===== config.mk =====
export PLATFORM = sky130hd
export DESIGN_NAME = bip_control
export DESIGN_NICKNAME = d
export VERILOG_FILES = /design/src/rtl/bip_control.sv
export SDC_FILE = /design/constraint.sdc
export NUM_CORES = 1
export LEC_CHECK = 0
export ABC_AREA = 0
export CAP_MARGIN = 20
export CORE_ASPECT_RATIO = 0.75
export CORE_MARGIN = 3
export CORE_UTILIZATION = 36
export CTS_BUF_LIST = sky130_fd_sc_hd__clkbuf_8
export CTS_CLUSTER_SIZE = 40
export DETAILED_ROUTE_END_ITERATION = 12
export GPL_ROUTABILITY_DRIVEN = 0
export MAX_ROUTING_LAYER = met4
export PLACE_DENSITY = 0.81
export SLEW_MARGIN = 20
export SYNTH_ARGS = -nofsm -noshare
export SYNTH_HDL_FRONTEND = slang
export SYNTH_SLANG_ARGS = --single-unit

===== constraint.sdc =====
create_clock -name clk -period 2 [get_ports clk]
set_clock_uncertainty 0.05 [all_clocks]
set_input_delay 0.2 -clock clk [delete_from_list [all_inputs] [get_ports clk]]
set_output_delay 0.2 -clock clk [all_outputs]
set_load 0.02 [all_outputs]

===== src/rtl/bip_control.sv =====
// bip_control: fetch/decode control for the accumulator CPU.
// Optional retired-instruction counter when BIP_CYCLE_COUNT_EN is defined.
module bip_control #(
    parameter int PC_BITS     = 11,
    parameter int INSTR_WIDTH = 16
) (
    input  logic                   clk,
    input  logic                   rst_n,
    input  logic                   run,
    input  logic [INSTR_WIDTH-1:0] instr,
    output logic [PC_BITS-1:0]     pc_addr,
    output logic [INSTR_WIDTH-6:0] operand,
    output logic [1:0]             sel_a,
    output logic                   sel_b,
    output logic                   alu_op,
    output logic                   wr_acc,
    output logic                   rd_ram,
    output logic                   wr_ram,
    output logic                   halted
`ifdef BIP_CYCLE_COUNT_EN
    ,
    output logic [15:0]            instr_count
`endif
);

    typedef enum logic [1:0] {
        S_START = 2'd0,
        S_RUN   = 2'd1,
        S_HALT  = 2'd2
    } state_e;

    state_e               state_q, state_d;
    logic [PC_BITS-1:0]   pc_q, pc_d;
    logic [4:0]           opcode;
    logic                 retire;

    assign opcode  = instr[INSTR_WIDTH-1 -: 5];
    assign operand = instr[INSTR_WIDTH-6:0];
    assign pc_addr = pc_q;
    assign halted  = (state_q == S_HALT);
    assign retire  = (state_q == S_RUN) && run;

    always_ff @(posedge clk or negedge rst_n) begin
        if (!rst_n) begin
            state_q <= S_START;
            pc_q    <= '0;
        end else begin
            state_q <= state_d;
            pc_q    <= pc_d;
        end
    end

    always_comb begin
        state_d = state_q;
        pc_d    = pc_q;
        sel_a   = 2'b00;
        sel_b   = 1'b0;
        alu_op  = 1'b0;
        wr_acc  = 1'b0;
        rd_ram  = 1'b0;
        wr_ram  = 1'b0;
        unique case (state_q)
            S_START: state_d = S_RUN;
            S_RUN: begin
                if (run) begin
                    // PC wraps naturally at the top of program memory
                    pc_d = pc_q + 1'b1;
                    case (opcode)
                        5'b00000: begin
                            state_d = S_HALT;
                            pc_d    = pc_q;
                        end
                        5'b00001: wr_ram = 1'b1;
                        5'b00010: begin
                            rd_ram = 1'b1;
                            wr_acc = 1'b1;
                        end
                        5'b00011: begin
                            sel_a  = 2'b01;
                            wr_acc = 1'b1;
                        end
                        5'b00100, 5'b00110: begin
                            rd_ram = 1'b1;
                            sel_a  = 2'b10;
                            wr_acc = 1'b1;
                            alu_op = opcode[1];
                        end
                        5'b00101, 5'b00111: begin
                            sel_b  = 1'b1;
                            sel_a  = 2'b10;
                            wr_acc = 1'b1;
                            alu_op = opcode[1];
                        end
                        default: ;
                    endcase
                end
            end
            S_HALT: ;
            default: state_d = S_START;
        endcase
    end

`ifdef BIP_CYCLE_COUNT_EN
    logic [15:0] cnt_q;

    always_ff @(posedge clk or negedge rst_n) begin
        if (!rst_n) begin
            cnt_q <= '0;
        end else if (retire && (cnt_q != 16'hFFFF)) begin
            cnt_q <= cnt_q + 16'd1;
        end
    end

    assign instr_count = cnt_q;
`else
    logic unused_retire;
    assign unused_retire = retire;
`endif

endmodule

* Word level (Yosys, flattened, before mapping)
Cells that the tools add are included.
** Operators by class
- $add $sub $neg :: 1
- Equality and inequality tests :: 11
- Muxes and demuxes :: 21
- Bitwise gates (word level) :: 2
- Reductions and logical operators :: 8
** Operators by type and width (count)
- $eq A5 B3 Y1 const B :: 4
- $mux W1 :: 15
- $add A11 B1 Y11 const B :: 1
- $eq A5 B2 Y1 const B :: 2
- $mux W2 :: 4
- $pmux W2 S3 :: 1
- $reduce_and A3 Y1 :: 2
- $reduce_or A6 Y1 :: 1
- $eq A5 B1 Y1 const B :: 1
- $logic_not A5 Y1 :: 1
- $pmux W2 S2 :: 1
- $reduce_or A4 Y1 :: 1
- $reduce_or A3 Y1 :: 1
- $eq A2 B1 Y1 const B :: 1
- $eq A2 B2 Y1 const B :: 1
- $logic_not A2 Y1 :: 1
- $ne A2 B1 Y1 const B :: 1
- $ne A2 B2 Y1 const B :: 1
- $not A1 Y1 :: 2
- $reduce_or A2 Y1 :: 1
** Word-level totals
- Register bits after elaboration :: 13
- Input bits :: 19
- Output and inout bits :: 30
- Logic and storage cells :: 45

* Logic depth before layout (Yosys ltp)
Gate-level depths: netlist of run 1.
- Word-level depth :: 5
- Mapped depth :: 5
- Mapped depth without buffers :: 4

* Least setup slack after synthesis of run 1
Ideal clock, no wire load.
- Path kind :: flip-flop to output port
- Start point :: register state_q[1]
- End point :: output port rd_ram
- Arrival time :: 1.687 ns
- Required time :: 1.750 ns
- Setup slack :: 0.063 ns
- Cell stages (with the launch flop) :: 6
- Buffers on the path :: 1
- Cell sequence :: dfrtp_1 -> and3b_1 -> buf_2 -> nor3b_1 -> o21a_1 -> nor2b_1
** On the way
- Longest elaborated chain between the ends :: 2
** RTL lines
- start, declared :: line 32 : state_e state_q, state_d;
- start signal, assigned :: line 48 : state_q <= state_d;
- $eq A2 B1 Y1 :: line 62 : unique case (state_q)
- $mux W1 :: line 62
- end, declared :: line 17 : output logic rd_ram,
Every way passes these cells.

* Worst setup path after layout of run 1
- Start point :: register state_q[1]
- End point :: output port alu_op
** On the way
- Longest elaborated chain between the ends :: 2
** RTL lines
- $eq A2 B1 Y1 :: line 62
- $mux W1 :: line 62
- end, declared :: line 15 : output logic alu_op,
Every way passes these cells.

==> run_results.csv, run 1 <==
group,metric,value,unit
power_and_ir_drop,power_frac_clock,0.222,
floorplan,ios,49,
critical_path,start_kind,"register",
cells_and_area,fin_nets,110,
sta,setup_slack,111,ps
clock_tree,clk_pin_slew,50,ps
power_and_ir_drop,comb_power_share,0.377,
critical_path,ff2ff_setup_slack,550,ps
grt,grt.busiest_layer,"met2",
clock_tree,ctsHoldBuffers,0,
cells_and_area,n_antenna_cell,0,
power_and_ir_drop,power_density,1040,nW/um2
clock_tree,cts-buffers-inserted,3,
sta,fmax,529,MHz
cells_and_area,regArea,325,um2
grt,grt_util_met1,0.166,
critical_path,worstRegToRegCells,5,
critical_path,critPathKind,"reg2out",
sta,worst-slew-pin-transition,578,ps
grt,grt_pass1_wl,2.56,mm
status,status,"finished, final reports clean",
power_and_ir_drop,leakage,0.450,nW
cells_and_area,drive_above_1_share,0.202,
critical_path,cp_top_family,"simple AND/OR/NAND/NOR gates",
placed_design,placed_area,962,um2
sta,min_period,1890,ps
sta,setup_viol,0,
critical_path,worstPathRequired,1750,ps
grt,grt.overflow.total,0,
power_and_ir_drop,power_frac_seq,0.401,
detailed_routing,first_pass_iters,4,
grt,antenna_found_initial,0,
yosys,yosysWarnings,0,
yosys,syn-instance-count,66,
yosys,netlist_area,724,um2
yosys,synth_area_leaders,"dfrtp_1 (45%), buf_4 (11%), xnor2_1 (11%)",
sta,finalCritPeriodShare,0.945,
detailed_routing,wl_per_cell,13.6,um
yosys,ys_types,26,
clock_tree,htreeDepth,1,
yosys,ys_seq_area_frac,0.449,
sta,hold_ws,275,ps
power_and_ir_drop,intPower,0.676,mW
detailed_routing,drc,0,
sta,finalHoldViolCount,0,
power_and_ir_drop,peakVddDrop,0.678,mV
critical_path,cp_slowest_cell,"dfrtp_1",
yosys,synth.net_count,86,
clock_tree,cts.path.max_buffers,2,
detailed_routing,routed-via-count,563,
cells_and_area,multiInputGateArea,317,um2
grt,met3_usage,0.0600,
placed_design,pre_cts_slack,-316,ps
cells_and_area,stdcell_area,992,um2
clock_tree,cts_root_buf,"clkbuf_8",
worst_hold_path,hold_class,"in2async",
critical_path,cp.arrival,1640,ps
yosys,synth_seq_cells,13,
detailed_routing,drtAntennaViolNets,0,
cells_and_area,nFillCells,167,
floorplan,initial_core_util,0.398,
placed_design,numPortBuffers,26,
yosys,synth_top_area_share,0.449,
critical_path,path_cells,"and3b_1 > nor3b_2 > buf_4 > and3_2 > dlygate4sd2_1",
critical_path,crit_path_end_kind,"output port",
critical_path,crit_fanout,5,
critical_path,cp_slowest_stage_delay,380,ps
clock_tree,insertion_delay,240,ps
yosys,avgSynthCellArea,11.0,um2
power_and_ir_drop,switchingPower,0.354,mW
job,max_cap_viol_count,0,
sta,relSlewSlack,0.613,
grt,grt_pass1_vias,560,
detailed_routing,dr.first_iter.drc_count,14,
grt,grt_max_degree,14,
clock_tree,cts.sinks,13,
cells_and_area,area_growth,37.0,%
placed_design,hpwl,1.19,mm
critical_path,cp.depth,5,
grt,use_met2,0.200,
grt,track_usage,0.140,
sta,rsz0062_at_grt,"no",
floorplan,die_h,44.9,um
clock_tree,cts_tree,"yes",
floorplan,die_w,57.8,um
sta,drv_slew,0,
floorplan,die_area,2590,um2
detailed_routing,via_per_inst,5.07,
floorplan,rows,13,
critical_path,path_buf_inv,2,
power_and_ir_drop,swShare,0.344,
yosys,synth_top_area_cell,"dfrtp_1",
floorplan,core_area,1820,um2
cells_and_area,final_util,0.545,
detailed_routing,routed_wl,1.51,mm
==> cells in the mapped netlist (all sizes together) <==
cell / n
a31oi: 1
nand3: 3
dfrtp: 13
or4: 1
and3b: 1
o21a: 1
nand2: 4
nor3: 1
buf: 12
nor2: 1
mux2: 1
o2111a: 1
xor2: 1
xnor2: 9
and3: 2
and2: 1
nand4: 3
o211a: 1
or2: 1
and4: 2
a21o: 1
nor3b: 2
nor2b: 2
ha: 1
==> repair_timing <==
| action | CTS | global route |
|---|---|---|
| gates resized for setup | 13 | 5 |
| setup buffers | 0 | 0 |
| cloned | 0 | 0 |
| setup endpoints to repair | 7 | 7 |
==> sequential cells by signal, indices dropped and copies added (netlist names) <==
name	cells
state_q	2
pc_addr	11
==> metal layers <==
layer | wire, um | vias to the layer above
met4 | 36 | 0
met5 | 0 | -
met2 | 677 | 14
met3 | 108 | 8
met1 | 687 | 273
li1 | - | 268
==> through the flow <==
stage                     std cells  total power, mW  TNS (ps)
after floorplan                  66            0.640         0
after global placement          107            0.797     -1690
after detailed placement        107            0.808     -1940
after CTS                       111             1.05         0
after global routing            111             1.09         0
final                           111             1.03         0
==> path summary, 6_finish.rpt <==
kind                                   startpoint                     end
setup reg to reg           state_q[1]$_DFFE_PN0P_  pc_addr[5]$_DFFE_PN0P_
setup / recovery           state_q[1]$_DFFE_PN0P_                  alu_op
max in group asynchronous                   rst_n  pc_addr[0]$_DFFE_PN0P_
hold / removal                              rst_n  state_q[0]$_DFFE_PN0P_
min in group clk                         instr[1]              operand[1]
hold reg to reg            state_q[1]$_DFFE_PN0P_  state_q[0]$_DFFE_PN0P_
==> power by group through the flow <==
stage / sequential (mW) / clock, mW / combinational (mW)
floorplan: 0.482 / 0 / 0.158
global placement: 0.412 / 0 / 0.385
detailed placement: 0.415 / 0 / 0.393
CTS: 0.412 / 0.240 / 0.395
global route: 0.426 / 0.248 / 0.421
finish: 0.413 / 0.229 / 0.388
==> kinds of logic (layout without fill, tap and decap cells) <==
group           after synthesis  after routing  share of synthesized area
fa+ha+maj                     1              1                     0.0173
flops                        13             13                      0.449
compound gates                5              5                     0.0587
mux                           1              1                     0.0207
buf+inv                      12             35                      0.121
simple gates                 24             24                      0.212
xor+xnor                     10             10                      0.121
==> cells in the final DEF, fill, tap and decap left out, types with 2 or more instances in the layout <==
cell type,count
and3_2,2
and4_1,2
buf_2,2
buf_4,5
clkbuf_8,3
clkdlybuf4s50_1,19
dfrtp_1,13
dlygate4sd2_1,4
nand2_1,3
nand3_1,3
nand4_1,3
nor2b_1,2
xnor2_1,9
==> cell type report <==
cell class                 count  share of cell area
clock buffer                   3              0.0416
clock inverter                 1             0.00378
timing repair buffer          31               0.280
sequential                    13               0.328
tap                           22              0.0277
multi-input combinational     41               0.319
Power figures use the tool's default switching activity.
==> inputs of run 2 (changes only) <==
==> constraint.sdc (replaced) <==
create_clock -name clk -period 1.95 [get_ports clk]
set_clock_uncertainty 0.05 [all_clocks]
set_input_delay 0.195 -clock clk [delete_from_list [all_inputs] [get_ports clk]]
set_output_delay 0.195 -clock clk [all_outputs]
set_load 0.02 [all_outputs]
==> run_results.csv, run 2 (same netlist as run 1, synthesis figures left out) <==
group,metric,value,unit
floorplan,initial_core_util,0.398,
critical_path,cp_top_family,"simple AND/OR/NAND/NOR gates",
cells_and_area,final_cells,112,
detailed_routing,routed_wl,1.45,mm
floorplan,die_h,44.9,um
grt,grt_pass1_wl,2.50,mm
grt,grt_pass1_vias,574,
clock_tree,htreeDepth,1,
clock_tree,cts-buffers-inserted,3,
cells_and_area,nFillCells,162,
power_and_ir_drop,leakage,0.451,nW
placed_design,hpwl,1.15,mm
clock_tree,cts.path.max_buffers,2,
floorplan,core_area,1820,um2
cells_and_area,largest_reg_flops,11,
critical_path,cp_slowest_cell,"dfrtp_1",
placed_design,dpl.cell_count,108,
sta,worst-slew-pin-transition,552,ps
critical_path,critPathKind,"reg2out",
critical_path,crit_fanout,5,
critical_path,worstRegToRegCells,5,
sta,setup_viol,0,
cells_and_area,mostFrequentLayoutCell,"clkdlybuf4s50_1",
cells_and_area,drive_above_1_share,0.244,
clock_tree,ctsHoldBuffers,0,
detailed_routing,wl_per_cell,12.9,um
clock_tree,cts_tree,"yes",
sta,finalHoldViolCount,0,
clock_tree,cts_setup_buffers,0,
cells_and_area,area_growth,39.7,%
cells_and_area,n_antenna_cell,0,
grt,antenna_found_initial,0,
critical_path,path_cells,"and3b_1 > nor3b_2 > buf_4 > and3_2 > clkdlybuf4s15_1",
critical_path,path_buf_inv,2,
detailed_routing,via_per_inst,5.01,
floorplan,die_w,57.8,um
critical_path,start_kind,"register",
clock_tree,cts.sinks,13,
critical_path,crit_path_end_kind,"output port",
sta,min_period,1870,ps
floorplan,die_area,2590,um2
power_and_ir_drop,power.total,1.05,mW
detailed_routing,dr.first_iter.drc_count,8,
clock_tree,cts_root_buf,"clkbuf_8",
critical_path,r2r_start,"state_q[1]$_DFFE_PN0P_",
critical_path,r2r-end,"pc_addr[5]$_DFFE_PN0P_",
critical_path,cp_slowest_stage_delay,380,ps
detailed_routing,first_pass_iters,3,
job,max_cap_viol_count,0,
grt,grt.overflow.total,0,
detailed_routing,drc,0,
critical_path,ff2ff_setup_slack,500,ps
sta,finalCritPeriodShare,0.960,
sta,fmax,534,MHz
floorplan,ios,49,
cells_and_area,most-common-layout-cells,"clkdlybuf4s50_1 (19), dfrtp_1 (13), xnor2_1 (9), buf_4 (8)",
sta,relSlewSlack,0.631,
grt,grt_max_degree,14,
clock_tree,clk_pin_slew,50,ps
critical_path,cp.arrival,1630,ps
grt,track_usage,0.135,
status,status,"finished, final reports clean",
sta,drv_slew,0,
placed_design,numPortBuffers,26,
power_and_ir_drop,peakVddDrop,0.658,mV
detailed_routing,routed-via-count,561,
floorplan,rows,13,
power_and_ir_drop,power_density,1040,nW/um2
cells_and_area,fin_nets,111,
clock_tree,insertion_delay,240,ps
detailed_routing,drtAntennaViolNets,0,
critical_path,worstPathRequired,1700,ps
worst_hold_path,hold_class,"in2async",
[run 2: cell types whose count changed in the layout (fill, tap and decap cells not counted), sizes merged]
cell and delta:
buf +2, clkdlybuf4s15 +1, dlygate4sd2 -2
[run 2: how the worst max path moves through the flow]
stage	to	cells past startpoint	start
after floorplan	rd_ram	5	state_q[1]$_DFFE_PN0P_
after CTS	wr_ram	6	state_q[1]$_DFFE_PN0P_
after global routing	alu_op	5	state_q[1]$_DFFE_PN0P_
after global placement	sel_a[0]	7	run
final	alu_op	5	state_q[1]$_DFFE_PN0P_
after detailed placement	sel_a[0]	7	run
[run 2: repair_timing]
item / in CTS / in global routing
gates cloned: 0 / 0
gates resized for setup: 18 / 8
endpoints found under the setup margin: 7 / 6
endpoints found under the hold margin: 0 / 0
[run 2: final cells by class]
type                    instances  area, um2  share of cell area
clock buffers                   3       41.3              0.0408
clock inverters                 1       3.75             0.00371
multi-input cells              41        327               0.323
flip-flops and latches         13        325               0.321
well taps                      22       27.5              0.0272
repair buffers                 32        288               0.284
[run 2: power by group]
| group | switching [mW] | internal, mW | total [mW] | leakage (nW) |
|---|---|---|---|---|
| logic | 0.184 | 0.218 | 0.402 | 0.259 |
| clock network | 0.0889 | 0.139 | 0.227 | 0.0269 |
| registers | 0.0826 | 0.339 | 0.421 | 0.165 |
[run 2: per-stage QoR]
step | area [um2] | worst slack [ps] | utilization | hold slack [ps] | setup TNS (ps)
floorplan | 724 | 18.1 | - | -151 | 0
global placement | 970 | -349 | 0.532 | 340 | -2330
detailed placement | 970 | -363 | 0.532 | 340 | -2690
CTS | 1000 | 2.27 | 0.550 | 280 | 0
global route | 1010 | -32.5 | 0.556 | 308 | -93.2
finish | 1010 | 78.5 | 0.556 | 264 | 0
[run 2: metal layers]
| layer | up-vias | wire length [um] | track usage |
|---|---|---|---|
| li1 | 269 | - | - |
| met1 | 273 | 669 | 0.155 |
| met2 | 13 | 660 | 0.212 |
| met3 | 6 | 97 | 0.0600 |
| met4 | 0 | 20 | 0.0509 |
| met5 | - | 0 | - |
==> inputs of run 3 (changes only) <==
--- a/config.mk
+++ b/config.mk
@@ -14,7 +14,6 @@
 export CTS_CLUSTER_SIZE = 40
 export DETAILED_ROUTE_END_ITERATION = 12
 export GPL_ROUTABILITY_DRIVEN = 0
-export MAX_ROUTING_LAYER = met4
 export PLACE_DENSITY = 0.81
 export SLEW_MARGIN = 20
 export SYNTH_ARGS = -nofsm -noshare
==> results of run 3 <==
Same layout as run 2: the final DEF is identical, and so are final timing and power.
Main changes from that run: overall routing resource usage 0.135 -> 0.131
